==> src/rtl/ppa_arb_pkg.sv <==
// Shared types and the round-robin pick function for the ppa_arbiter slice.
// Everything is sized for the largest supported requester count (8).
package ppa_arb_pkg;

    localparam int PPA_W    = 32;
    localparam int NREQ_MAX = 8;
    localparam int ID_MAX_W = 3;

    typedef logic [ID_MAX_W-1:0] ppa_id_t;

    typedef struct packed {
        ppa_id_t          id;
        logic [PPA_W-1:0] a;
        logic [PPA_W-1:0] b;
    } ppa_op_t;

    typedef struct packed {
        ppa_id_t          id;
        logic [PPA_W-1:0] sum;
        logic             cout;
    } ppa_rsp_t;

    typedef struct packed {
        logic    found;
        ppa_id_t idx;
    } rr_pick_t;

    // Walks downward so the lowest offset from ptr is the last one written and wins.
    function automatic rr_pick_t rr_pick(input logic [NREQ_MAX-1:0] valid,
                                         input ppa_id_t ptr, input int n);
        rr_pick_t r;
        int       j;
        r = '0;
        for (int k = NREQ_MAX - 1; k >= 0; k--) begin
            j = (int'(ptr) + k) % n;
            if (k < n && valid[j]) begin
                r.found = 1'b1;
                r.idx   = ppa_id_t'(j);
            end
        end
        return r;
    endfunction

endpackage

==> src/rtl/cla_adder.sv <==
// Kogge-Stone parallel-prefix adder: sum = (a+b) mod 2^W, cout = carry out of bit W-1.
module cla_adder #(
    parameter int W = 32
) (
    input  logic [W-1:0] a,
    input  logic [W-1:0] b,
    output logic [W-1:0] sum,
    output logic         cout
);

    localparam int LVLS = $clog2(W);

    logic [W-1:0] gk, pk, gn, pn;

    always_comb begin
        gk = a & b;
        pk = a ^ b;
        gn = '0;
        pn = '0;
        for (int l = 0; l < LVLS; l++) begin
            gn = gk;
            pn = pk;
            for (int i = (1 << l); i < W; i++) begin
                gn[i] = gk[i] | (pk[i] & gk[i - (1 << l)]);
                pn[i] = pk[i] & pk[i - (1 << l)];
            end
            gk = gn;
            pk = pn;
        end
        // After the last level gk[i] is the carry out of bit i.
        sum  = (a ^ b) ^ {gk[W-2:0], 1'b0};
        cout = gk[W-1];
    end

endmodule

==> src/rtl/ppa_rr_arb.sv <==
// Round-robin requester pick plus the registered rotation pointer.
// The pointer advances past the winner only on an actual accept.
module ppa_rr_arb
    import ppa_arb_pkg::*;
#(
    parameter int NREQ = 4
) (
    input  logic            clk,
    input  logic            rst_n,
    input  logic [NREQ-1:0] valid,
    input  logic            accept,
    output logic            found,
    output ppa_id_t         idx
);

    ppa_id_t  rr_ptr;
    rr_pick_t pick;

    always_comb pick = rr_pick(NREQ_MAX'(valid), rr_ptr, NREQ);

    assign found = pick.found;
    assign idx   = pick.idx;

    // NOTE: state registers use non-blocking assignment so every flop samples pre-edge values.
    always_ff @(posedge clk or negedge rst_n) begin
        if (!rst_n) begin
            rr_ptr <= '0;
        end else if (accept) begin
            rr_ptr <= (int'(pick.idx) == NREQ - 1) ? '0 : pick.idx + 1'b1;
        end
    end

endmodule

==> src/rtl/ppa_arbiter.sv <==
// Round-robin arbiter sharing one cla_adder between NREQ requesters through a
// two-stage operand/result pipeline. Define PPA_ARB_CNT_EN to add grant_cnt.
module ppa_arbiter
    import ppa_arb_pkg::*;
#(
    parameter int NREQ = 4,
    parameter int IDW  = $clog2(NREQ)
) (
    input  logic                 clk,
    input  logic                 rst_n,
    input  logic [NREQ-1:0]      req_valid,
    output logic [NREQ-1:0]      req_ready,
    input  logic [NREQ*32-1:0]   req_a,
    input  logic [NREQ*32-1:0]   req_b,
    output logic                 rsp_valid,
    input  logic                 rsp_ready,
    output logic [IDW-1:0]       rsp_id,
    output logic [31:0]          rsp_sum,
    output logic                 rsp_cout
`ifdef PPA_ARB_CNT_EN
    ,
    output logic [NREQ*16-1:0]   grant_cnt
`endif
);

    logic             found;
    ppa_id_t          win;
    logic             accept, s1_free, s2_load;
    logic [PPA_W-1:0] sel_a, sel_b;
    logic [PPA_W-1:0] add_sum;
    logic             add_cout;

    logic     s1_v, s2_v;
    ppa_op_t  s1;
    ppa_rsp_t s2;

    ppa_rr_arb #(.NREQ(NREQ)) u_arb (
        .clk    (clk),
        .rst_n  (rst_n),
        .valid  (req_valid),
        .accept (accept),
        .found  (found),
        .idx    (win)
    );

    assign s2_load = s1_v && (!s2_v || rsp_ready);
    assign s1_free = !s1_v || s2_load;
    // rst_n gates the handshake so nothing looks accepted while reset is held.
    assign accept  = rst_n && found && s1_free;

    // NOTE: every combinational output gets a default first so no latch is inferred.
    always_comb begin
        req_ready = '0;
        sel_a     = '0;
        sel_b     = '0;
        for (int i = 0; i < NREQ; i++) begin
            req_ready[i] = accept && (int'(win) == i);
            if (int'(win) == i) begin
                sel_a = req_a[PPA_W*i +: PPA_W];
                sel_b = req_b[PPA_W*i +: PPA_W];
            end
        end
    end

    always_ff @(posedge clk or negedge rst_n) begin
        if (!rst_n) begin
            s1_v <= 1'b0;
            s2_v <= 1'b0;
        end else begin
            if (accept)       s1_v <= 1'b1;
            else if (s2_load) s1_v <= 1'b0;

            if (s2_load)        s2_v <= 1'b1;
            else if (rsp_ready) s2_v <= 1'b0;
        end
    end

    // NOTE: payload registers are deliberately not reset; the valid bits alone qualify them.
    always_ff @(posedge clk) begin
        if (accept)  s1 <= '{id: win, a: sel_a, b: sel_b};
        if (s2_load) s2 <= '{id: s1.id, sum: add_sum, cout: add_cout};
    end

    cla_adder #(.W(PPA_W)) u_add (
        .a    (s1.a),
        .b    (s1.b),
        .sum  (add_sum),
        .cout (add_cout)
    );

    // Unreset payload is masked so the response fields read 0 whenever nothing is valid.
    assign rsp_valid = s2_v;
    assign rsp_id    = s2_v ? IDW'(s2.id) : '0;
    assign rsp_sum   = s2_v ? s2.sum      : '0;
    assign rsp_cout  = s2_v && s2.cout;

`ifdef PPA_ARB_CNT_EN
    for (genvar i = 0; i < NREQ; i++) begin : g_cnt
        logic [15:0] cnt;
        always_ff @(posedge clk or negedge rst_n) begin
            if (!rst_n) begin
                cnt <= '0;
            end else if (req_valid[i] && req_ready[i] && cnt != 16'hFFFF) begin
                cnt <= cnt + 16'd1;
            end
        end
        assign grant_cnt[16*i +: 16] = cnt;
    end
`endif

endmodule
==> config.mk <==
export PLATFORM = sky130hd
export DESIGN_NAME = ppa_arbiter
export DESIGN_NICKNAME = d
export VERILOG_FILES = /design/src/rtl/ppa_arb_pkg.sv /design/src/rtl/cla_adder.sv /design/src/rtl/ppa_rr_arb.sv /design/src/rtl/ppa_arbiter.sv
export SDC_FILE = /design/constraint.sdc
export NUM_CORES = 1
export LEC_CHECK = 0
export ABC_AREA = 1
export CORE_MARGIN = 3
export CORE_UTILIZATION = 60
export CTS_BUF_LIST = sky130_fd_sc_hd__clkbuf_4
export DETAILED_ROUTE_END_ITERATION = 10
export DONT_BUFFER_PORTS = 1
export PLACE_DENSITY = 0.76
export REMOVE_ABC_BUFFERS = 1
export SLEW_MARGIN = 20
export SYNTH_ARGS = -nofsm -noshare
export SYNTH_HDL_FRONTEND = slang
export SYNTH_SLANG_ARGS = --single-unit
==> constraint.sdc <==
create_clock -name clk -period 3.9 [get_ports clk]
set_clock_uncertainty 0.2 [all_clocks]
set_input_delay 0.78 -clock clk [delete_from_list [all_inputs] [get_ports clk]]
set_output_delay 0.78 -clock clk [all_outputs]
set_load 0.02 [all_outputs]
After elaboration in Yosys (flattened, before gate mapping)
Index checks and enable logic that the tools add are counted.
{"block": "word_totals", "elab_cells": 430, "out_inout_bits": 40, "input_bits": 263, "reg_bits": 105}
{"block": "op_classes", "n_mux": 30, "eq_ne": 3, "add_sub_neg": 4, "n_bitwise": 362, "n_reduce_logical": 18, "order_cmp": 4}
{"op": "two-way mux 32 bit", "count": 9}
{"op": "bitwise AND 1 bit", "count": 227}
{"op": "bitwise OR 1 bit", "count": 129}
{"op": "bitwise XOR 32 bit", "count": 2}
{"op": "bitwise AND 32 bit", "count": 1}
{"op": "two-way mux 4 bit", "count": 4}
{"op": "< comparator 3 x 5 -> 1 bit (second input constant)", "count": 3}
{"op": "two-way mux 1 bit", "count": 11}
{"op": "binary-select mux 1 bit (select 3 bit)", "count": 3}
{"op": "logical AND 1 bit", "count": 8}
{"op": "equality test 3 bit (second input constant)", "count": 2}
{"op": "OR reduction 2 bit", "count": 3}
{"op": "adder 2 x 1 -> 2 bit (second input constant)", "count": 2}
{"op": "adder 2 bit (second input constant)", "count": 2}
{"op": "< comparator 2 x 4 -> 1 bit (second input constant)", "count": 1}
{"op": "two-way mux 2 bit", "count": 2}
{"op": "nonzero test 2 bit", "count": 2}
{"op": "bitwise AND 1 bit (first input constant)", "count": 3}
{"op": "equality test 3 x 2 -> 1 bit (second input constant)", "count": 1}
{"op": "logical NOT 3 bit", "count": 1}
{"op": "binary-select mux 1 bit (select 2 bit)", "count": 1}
{"op": "logical NOT 1 bit", "count": 2}
{"op": "logical OR 1 bit", "count": 2}

Depth between registers and ports, before layout
{"block": "logic_depth", "word_depth": 15, "depth_mapped": 17, "mapped_depth_nobuf": 15}

By module
Synthesis repeated with hierarchy kept, for this count alone.
{"block": "hier_totals", "cells_unflattened": 1148, "area_unflattened_um2": 8471.9}
{"module": "ppa_arbiter", "area_per_inst_um2": 5713.0, "instances": 1, "cells_each": 589}
{"module": "cla_adder", "area_per_inst_um2": 2413.6, "instances": 1, "cells_each": 500}
{"module": "ppa_rr_arb", "area_per_inst_um2": 345.3, "instances": 1, "cells_each": 59}

Worst setup path before layout
No wires, ideal clock.
{"block": "synth_timing", "kind": "input to output", "start": "input port req_valid[3]", "end": "output port req_ready[3]", "slack_ns": 0.412, "t_arrival_ns": 2.508, "stages": 15, "cell_sequence": "inv_1 nand2_1 nand3_1 nand2_1 nand3_1 nand2_1 nand2_1 nand2_1 inv_1 ha_1 buf_4 buf_2 buf_1 inv_1 nor2_1"}
{"element": "start, declared", "line_no": "ppa_arbiter.sv:11", "rtl": "input logic [NREQ-1:0] req_valid,"}
{"element": "binary-select mux 1 bit (select 3 bit)", "line_no": "ppa_arb_pkg.sv:36", "rtl": "if (k < n && valid[j]) begin"}
{"element": "two-way mux 1 bit (implied by the code) (2 in series)", "line_no": "ppa_arb_pkg.sv:36"}
{"element": "two-way mux 4 bit (3 in series)", "line_no": "ppa_arb_pkg.sv:36"}
{"element": "two-way mux 4 bit (*)", "line_no": "ppa_arb_pkg.sv:36"}
{"element": "net u_arb.idx[0]", "line_no": "ppa_rr_arb.sv:13", "rtl": "output ppa_id_t idx"}
{"element": "equality test 3 bit (*)", "line_no": "ppa_arbiter.sv:57", "rtl": "req_ready[i] = accept && (int'(win) == i);"}
{"element": "logical AND 1 bit (*)", "line_no": "ppa_arbiter.sv:57"}
{"element": "end, declared", "line_no": "ppa_arbiter.sv:12", "rtl": "output logic [NREQ-1:0] req_ready,"}
Mark *: on every way through the listed nets, which the timed path passes. The rest lies on a longest branch. The select of a mux whose other input is x is not followed.

Worst setup path in the final report
{"block": "layout_timing", "start": "register u_arb.rr_ptr[0]", "end": "output port req_ready[1]"}
{"element": "start, declared", "line_no": "ppa_rr_arb.sv:16", "rtl": "ppa_id_t rr_ptr;"}
{"element": "start signal, assigned", "line_no": "ppa_rr_arb.sv:29", "rtl": "rr_ptr <= (int'(pick.idx) == NREQ - 1) ? '0 : pick.idx + 1'b1;"}
{"element": "adder 2 bit", "line_no": "ppa_arb_pkg.sv:35", "rtl": "j = (int'(ptr) + k) % n;"}
{"element": "OR reduction 2 bit (no source line)"}
{"element": "bitwise AND 1 bit (no source line)"}
{"element": "binary-select mux 1 bit (select 3 bit)", "line_no": "ppa_arb_pkg.sv:36"}
{"element": "two-way mux 1 bit (implied by the code) (2 in series)", "line_no": "ppa_arb_pkg.sv:36"}
{"element": "two-way mux 4 bit (3 in series)", "line_no": "ppa_arb_pkg.sv:36"}
{"element": "two-way mux 4 bit (*)", "line_no": "ppa_arb_pkg.sv:36"}
{"element": "net u_arb.idx[0]", "line_no": "ppa_rr_arb.sv:13"}
{"element": "equality test 3 x 2 -> 1 bit (*)", "line_no": "ppa_arbiter.sv:57"}
{"element": "logical AND 1 bit (*)", "line_no": "ppa_arbiter.sv:57"}
Marks and branches as above.

==> out/metrics.csv <==
metric;value;unit
ctsLongestPathBuffers;2;
hold_depth;0;
worst-slew-pin-transition;1030;ps
cp.required;2920;ps
rr_startpoint;u_arb.rr_ptr[0];
final-instance-count-excl-fill;1367;
fp.dieH;123;um
reg2reg_to;s1[13];
place_inst;1348;
via_count_of_the_first_global_routing_pass;6490;
timing.final.hold_violations;0;
min_to;s2[33];
yosys_register_bits;105;
number_of_placed_i_o_pins;303;
timing.max_cap.violations;0;
gp_routability_congestion;0.901;
postRouteAntennaNets;0;
r2r_setup_slack;920;ps
ys.warnings.count;0;
antenna_found_initial;2;
cts_resized;0;
register_to_register_path_depth;16;
number_of_standard_cells_after_synthesis;1207;
layout_common_cells;nand2_1 (485), inv_1 (165), edfxtp_1 (101);
synth-seq-area-share;0.381;
pin_count_of_the_biggest_net_entering_global_routing;129;
worst_path_dominant_cell_family;simple AND/OR/NAND/NOR gates;
placement.io_buffers;0;
worst_ep_arrival_time;2530;ps
remaining_drc_errors;0;
layout.nets;1484;
avgSynthCellArea;6.82;sq um
grt_setup_unrepaired;false;
timing.critical_path.buf_inv;3;
max_stage_delay;610;ps
num-fill-cells;1275;
worstPathCellList;inv_6 -> nand2_1 -> nand3_1 -> nand2_1 -> nand3_1 -> nand3_1 -> nand2_1 -> inv_1 -> ha_2 -> inv_1 -> nor2_1;
htreeDepth;3;
setup.worst_path.class;flop to primary output;
timing.final.crit_share;0.899;
vias_per_cell;5.35;
post_route_hold_slack;258;ps
gr-total-overflow;0;
netlist_area;8230;sq um
design.core.area;13300;sq um
flow.area_growth_from_synthesis;3.53;%
clk_root_buffer_cell;clkbuf_4;
vias;7308;
timing.final.ws_setup;394;ps
setup.worst_path.end_class;primary output;
clk_sink_count;105;
dp_hpwl;16300;um
hp-start;s1[64];
cp_slowest_cell;dfrtp_1;
grt_use_total;0.271;
final-setup-viol-count;0;
crit_path_start_kind;flop;
dieWidth;123;um
wl_per_cell;15.1;um
initial_utilization;0.617;
wire_length_of_the_first_global_routing_pass;32100;um
cts_made_buffers;9;
routed_wl;20700;um
timing_max_transition_violations_final;0;
detailedPlace.worstSlack;749;ps
synth_cell_types;32;
final_common_cell;nand2_1;
rows;42;
max-slew-margin-rel;0.309;
cts_tree;built;
drt-pass1-iter-count;5;
worstHoldPathType;flop to flop;
timing.critical_path.fanout_max;9;
drive_above_1_share;0.0631;
dieArea;15200;sq um
clock_latency;480;ps
fmax;0.285;GHz
finalWorstPathRequiredPeriod;3510;ps
clk_pin_slew;160;ps
outcome;finished clean;
detailedRoute.firstIterationViolations;450;
-- logic make-up after synthesis --
family,count (synthesis),share of synthesized area
and+or+nand+nor,609,0.306
buffers and inverters,223,0.108
AOI/OAI and AO/OA,219,0.134
DFF,105,0.381
adders and majority gates,37,0.0572
xor gates and xnor gates,14,0.0149
-- worst max path at each step --
stage / end / slack [ps] / startpoint / cells after the start
3_3_place_gp: req_ready[1] / 820 / req_valid[3] / 12
5_1_grt: req_ready[1] / 160 / u_arb.rr_ptr[0] / 11
6_report: req_ready[1] / 390 / u_arb.rr_ptr[0] / 11
3_5_place_dp: req_ready[1] / 750 / req_valid[3] / 12
2_1_floorplan: req_ready[3] / -1070 / req_valid[3] / 12
4_1_cts: req_ready[1] / 370 / u_arb.rr_ptr[0] / 11
-- state kept, by name (all words and copies together) (netlist names) --
| register | count |
|---|---|
| s1_v | 1 |
| rsp_valid | 1 |
| s2 | 35 |
| u_arb.rr_ptr | 2 |
| s1 | 66 |
-- area by class of cell --
type                            count  area, sq um  share of cell area
Clock buffer                       12         90.1              0.0106
Inverter                          177          669              0.0785
Tap cell                          176          220              0.0258
Multi-Input combinational cell    879         4240               0.498
Sequential cell                   105         3130               0.368
Timing Repair Buffer               12          118              0.0138
Clock inverter                      4         45.0             0.00529
Antenna cell                        2         5.00            0.000587
-- cells in the mapped netlist, drive strengths merged --
library cell  number  area, sq um
o21ai            132          661
nand2            503         1930
buf               24          134
inv              177          669
edfxtp           101         3030
nor3               9         60.1
nand4              7         43.8
and2               5         31.3
ha                36          450
nand3             35          203
xor2              14          123
clkbuf            22         82.6
a21o               1         7.51
nand3b             2         27.5
a21oi             85          425
fa                 1         20.0
o21bai             1         7.51
dfrtp              4          100
nor2              48          220
-- metal layers --
layer	vias up	GRT usage	routed length [um]
met5	-	0	0
met4	0	0.0913	390
met3	29	0.0233	1120
met2	279	0.443	9840
met1	3205	0.381	9360
li1	3795	-	-
-- stage by stage --
stage                util  instance area (sq um)  TNS (ps)
floorplan               -                   8020    -34310
finish              0.638                   8520         0
global placement    0.627                   8370         0
detailed placement  0.627                   8370         0
global route        0.638                   8520         0
CTS                 0.638                   8520         0
-- timing repair --
action                                 CTS  global route
hold buffers                             1             0
endpoints found under the hold margin    4             0
setup buffers                            0             0
Power is left out: the tool's default activity adds up to more than one toggle a clock period on the data nets, which glitch-free logic cannot reach.
